--- config.mk ---
export PLATFORM = sky130hd
export DESIGN_NAME = bitwise_logic_pipe
export DESIGN_NICKNAME = d
export VERILOG_FILES = /design/src/rtl/bitwise_logic_pipe.sv
export SDC_FILE = /design/constraint.sdc
export NUM_CORES = 1
export LEC_CHECK = 0
export CAP_MARGIN = 20
export CORE_ASPECT_RATIO = 2
export CORE_MARGIN = 2
export CORE_UTILIZATION = 49
export DETAILED_ROUTE_END_ITERATION = 8
export GPL_ROUTABILITY_DRIVEN = 0
export MAX_ROUTING_LAYER = met4
export PLACE_DENSITY = 0.81
export SETUP_SLACK_MARGIN = 0.1
export SYNTH_ARGS = -nofsm -noshare
export SYNTH_HDL_FRONTEND = slang
export SYNTH_SLANG_ARGS = --single-unit
--- constraint.sdc ---
create_clock -name clock -period 1.64 [get_ports clock]
set_input_delay 0.328 -clock clock [delete_from_list [all_inputs] [get_ports clock]]
set_output_delay 0.328 -clock clock [all_outputs]
set_load 0.005 [all_outputs]
--- src/rtl/bitwise_logic_pipe.sv ---
// Bitwise logic unit with an elastic, bubble-collapsing pipeline.
// Define BITWISE_LOGIC_PIPE_STATS_EN to build the accepted-transaction counter.
module bitwise_logic_pipe #(
  parameter int WIDTH  = 8,
  parameter int STAGES = 2
) (
  input  logic             clock,
  input  logic             reset,
  input  logic             in_valid,
  output logic             in_ready,
  input  logic [2:0]       op,
  input  logic [WIDTH-1:0] a,
  input  logic [WIDTH-1:0] b,
  output logic             out_valid,
  input  logic             out_ready,
  output logic [WIDTH-1:0] y,
  output logic [15:0]      op_count
);

  localparam int LAST = STAGES - 1;

  logic [WIDTH-1:0]  res_d;
  logic [STAGES-1:0] load;
  logic [STAGES-1:0] vld_q;
  logic [WIDTH-1:0]  dat_q [STAGES];

  always_comb begin
    res_d = '0;
    unique case (op)
      3'd0: res_d = a & b;
      3'd1: res_d = a | b;
      3'd2: res_d = a ^ b;
      3'd3: res_d = ~(a & b);
      3'd4: res_d = ~(a | b);
      3'd5: res_d = ~(a ^ b);
      3'd6: res_d = a & ~b;
      3'd7: res_d = ~a;
    endcase
  end

  // A stage may load if any stage at or beyond it has a hole, or the sink drains.
  always_comb begin
    load = '0;
    for (int k = 0; k < STAGES; k++) begin
      load[k] = out_ready;
      for (int j = k; j < STAGES; j++)
        if (!vld_q[j]) load[k] = 1'b1;
    end
  end

  assign in_ready  = load[0] & reset;
  assign out_valid = vld_q[LAST];
  assign y         = vld_q[LAST] ? dat_q[LAST] : '0;

  always_ff @(posedge clock or negedge reset) begin
    if (!reset) begin
      vld_q <= '0;
      for (int k = 0; k < STAGES; k++)
        dat_q[k] <= '0;
    end else begin
      if (load[0]) begin
        vld_q[0] <= in_valid;
        dat_q[0] <= res_d;
      end
      for (int k = 1; k < STAGES; k++) begin
        if (load[k]) begin
          vld_q[k] <= vld_q[k-1];
          dat_q[k] <= dat_q[k-1];
        end
      end
    end
  end

`ifdef BITWISE_LOGIC_PIPE_STATS_EN
  logic [15:0] cnt_q;
  logic [15:0] cnt_d;

  always_comb begin
    cnt_d = cnt_q;
    if (in_valid && in_ready && cnt_q != 16'hFFFF)
      cnt_d = cnt_q + 16'd1;
  end

  always_ff @(posedge clock or negedge reset) begin
    if (!reset) cnt_q <= '0;
    else        cnt_q <= cnt_d;
  end

  assign op_count = cnt_q;
`else
  assign op_count = '0;
`endif

endmodule

Word level (Yosys, flattened, before mapping) --
Cells that the tools add are included.
Word-level totals: register bits 18, output and inout bits 26, input bits 23
Cells by class: bitwise gates (word level) 10, reductions and logical operators 1, equal/unequal tests 7, multiplexer cells 5
Operators with widths (count):
- $pmux 8 s8 | 1
- $not 8->8 | 5
- $and 8x8->8 | 2
- $eq 3x3->1 const B | 4
- $mux 8 | 1
- $or 8x8->8 | 1
- $xor 8x8->8 | 1
- $eq 3x2->1 const B | 2
- $eq 3x1->1 const B | 1
- $logic_not 3->1 | 1
- $mux 1 | 3
- $and 1x1->1 | 1

Depth between registers and ports, before layout --
word-level depth 3, depth in mapped cells 7

Worst setup path before layout --
No wires, ideal clock.
kind input-to-reg, start in b[6], end reg dat_q[14] (netlist bit), slack 0.116 ns, arrival 1.399 ns, library setup time 0.125 ns, required time 1.515 ns, stages 5, cells stage by stage inv_1 -> ha_1 -> and4bb_2 -> o32a_1 -> mux2_4
Between the ends: word-level cells in the longest chain between the ends 3, elaborated cells between the ends (all ways) 9
RTL lines:
- start, declared | RTL line 13 | input logic [WIDTH-1:0] b,
- $not 8->8, or another cell as far along | RTL line 36 | 3'd6: res_d = a & ~b;
- $and 8x8->8, or another cell as far along | RTL line 36
- $pmux 8 s8 (*) | RTL line 29 | unique case (op)
- end signal, assigned by index | RTL line 68 | dat_q[k] <= dat_q[k-1];
- end, declared | RTL line 25 | logic [WIDTH-1:0] dat_q [STAGES];
Mark *: on every way between the ends. The rest lies on a longest branch, timed or not. A chain may end at the register's enable or synchronous reset.

Worst setup path in the final report --
start in out_ready, end out in_ready
Between the ends: word-level cells in the longest chain between the ends 3
RTL lines:
- start, declared | RTL line 15 | input logic out_ready,
- $mux 1 (2 in a row) | RTL line 47 | if (!vld_q[j]) load[k] = 1'b1;
- $and 1x1->1 | RTL line 51 | assign in_ready = load[0] & reset;
- end, declared | RTL line 10 | output logic in_ready,
No other way between the ends.

==> results.yml <==
run_status:
  status: "completed"
yosys:
  synthCells: 195
  ys.warnings.count: 0
  synth_top_area_share_pct: 25.3
  synth-async-reset-ratio_pct: 100
  synthXorXnorAreaFrac_pct: 0
  netlist_top_cells_count: "ha_1, dfrtp_1, buf_4, inv_1, nand2b_1"
  synthSimpleGateAreaFrac_pct: 16.5
  synth.area.mux_share_pct: 14.2
  synth_edf_count: 0
  ys_ff_latch: 18
  synthAdderAreaFrac_pct: 16.8
  ys_types: 33
  synthTopCellsByArea: "dfrtp_1, ha_1, buf_4, mux2_1, nand2b_1"
  syn_avg_cell_area_um2: 9.14
  synth_top_family_by_area: "adder cells"
  synth-main-ff-cell: "dfrtp_1"
  synth_compound_area_share_pct: 12.3
  seq_area_frac_synth_pct: 25.3
  synth_area_um2: 1780
  synthMostInstantiatedCell: "ha_1"
  synth_top_area_cell: "dfrtp_1"
finish:
  drive_above_1_share_pct: 38.5
  stdcell_count: 309
  area_delta_synth_final_pct: 44.2
  n_antenna_cell: 0
  nets: 308
  final_util_pct: 72.1
  stdcell_area_um2: 2570
clocking:
  cts.clk_slew.worst_paths_ns: 0.07
  root_buffer: "clkbuf_8"
  tritoncts: "yes"
  cts_max_level: 1
  clk_path_buf_depth: 2
  ctsHoldBuffers: 0
  cts_made_buffers: 3
  clk_latency_ns: 0.25
  cts.sink_count: 18
critical_path:
  required_ns: 1.31
  arrival_ns: 1.19
  reg2reg_slack_ns: 0.20
  crit_path_max_fanout: 2
  cp_slowest_cell: "clkdlybuf4s50_1"
  path_delay_family: "buffers and inverters"
  crit_type: "in -> out"
  critPathCaptureType: "output port"
  worstPathCellList: "clkdlybuf4s50_1, nand3b_1, and2_1, clkbuf_2"
  cpPeakStageDelay_ns: 0.41
  r2r-start: "vld_q[1]"
  crit_buf_inv: 2
  r2r-end: "dat_q[14]"
  startpoint_type: "primary input"
  worstRegToRegCells: 5
routing:
  drc_errors: 0
  drt_iter0_markers: 25
  wl_per_cell_um: 14.0
  ant_nets: 0
  wl_met1_um: 1490
  dr_total_vias: 1595
  top_layer_used: "met4"
  drt_first_pass_iters: 4
  wl_met3_um: 153
  viasPerCell: 5.16
  wl_met2_um: 2510
  wirelength_um: 4320
die:
  die_h_um: 89.3
  ios: 49
  rows: 31
  die-width_um: 46.7
  dieArea_um2: 4170
  design.core.area_um2: 3570
  start_util_pct: 50.0
pwr:
  power.leakage_nw: 1.22
  ir_drop_uv: 397
  pwr_density_cell_nw_per_um2: 602
placement:
  placedCellCount: 301
  place_area_um2: 2330
  port_buffers: 32
  hpwl_um: 2920
global_routing:
  grt_pass1_vias: 1500
  grt_pass1_wl_um: 6330
  track_usage_pct: 21.2
  antenna_found_initial: 0
  overflow: 0
  grt_max_degree: 24
hold_path:
  holdCritPathClass: "in -> async"
timing:
  drv_slew: 0
  fin_skew_ns: 0.00285
  setup_viol_count_final: 0
  rsz0062_at_grt: "true"
  clock.fmax_mhz: 657
  hold_viol_final: 0
  post-route-period-util_pct: 92.9
  fin_crit_ns: 1.52
run:
  drv_cap: 0
-- cell usage in the layout (no fill, tap or decap), types with 5 or more instances in the layout --
| cell | n |
|---|---|
| mux2_1 | 10 |
| ha_1 | 11 |
| and2_1 | 11 |
| mux2_2 | 5 |
| inv_2 | 12 |
| nor2_1 | 9 |
| clkdlybuf4s50_1 | 5 |
| dlygate4sd2_1 | 12 |
| ha_4 | 9 |
| dfrtp_1 | 17 |
| a21oi_1 | 6 |
| nand2b_1 | 12 |
| conb_1 | 16 |
| inv_1 | 5 |
| mux2i_1 | 6 |
| clkbuf_2 | 6 |
| o22ai_1 | 6 |
| buf_4 | 38 |
-- cell type report --
type	instances	area (um^2)
Tap cell	49	61.3
Clock buffer	4	55.1
Inverter	17	63.8
Fill cell	289	997
Timing Repair Buffer	75	632
Multi-Input combinational cell	146	1310
Sequential cell	18	452
-- where the power goes --
group	leakage, nW	total, mW	switching (mW)	internal (mW)
sequential	0.209	0.571	0.0448	0.526
clock	0.0288	0.358	0.144	0.213
combinational	0.985	0.618	0.272	0.346
-- metal layers --
| layer | global-route usage [%] | vias to the layer above |
|---|---|---|
| met5 | - | - |
| met4 | 9.09 | 0 |
| met3 | 2.22 | 12 |
| met2 | 40.5 | 50 |
| met1 | 19.9 | 767 |
| li1 | - | 766 |
-- stage by stage --
| stage | setup WS, ns | total power, mW | TNS, ns | hold slack, ns |
|---|---|---|---|---|
| 4_1_cts | 0.00120 | 1.51 | 0 | 0.451 |
| 3_3_place_gp | -0.420 | 1.12 | -2.69 | 0.456 |
| 3_5_place_dp | -0.449 | 1.15 | -2.90 | 0.457 |
| 5_1_grt | 0.0602 | 1.64 | 0 | 0.446 |
| 6_report | 0.117 | 1.55 | 0 | 0.424 |
| 2_1_floorplan | 0.116 | 0.885 | 0 | 0.0324 |
-- repair_timing --
action,in CTS,in global routing
buffers inserted,4,0
setup endpoints to repair,18,14
resized for setup,55,36
pin swaps,12,6
-- flip-flops by register name, indices dropped and copies added (netlist names) --
register  count
vld_q         2
dat_q        16
-- logic make-up after synthesis --
kind of cell / count (synthesis)
compound gates: 33
fa+ha+maj: 24
other cells: 1
buf+inv: 46
simple gates: 50
mux: 23
flops: 18
-- worst max path at each step --
stage,startpoint,endpoint,slack [ns],cells after the start
after floorplan,b[6],dat_q[14],0.12,5
after global placement,b[6],dat_q[14],-0.42,6
after detailed placement,b[6],dat_q[14],-0.45,6
after CTS,out_ready,in_ready,0.001,4
after global routing,b[2],dat_q[10],0.06,7
final,out_ready,in_ready,0.12,4
Note: power is estimated with default switching activity, not from simulation.
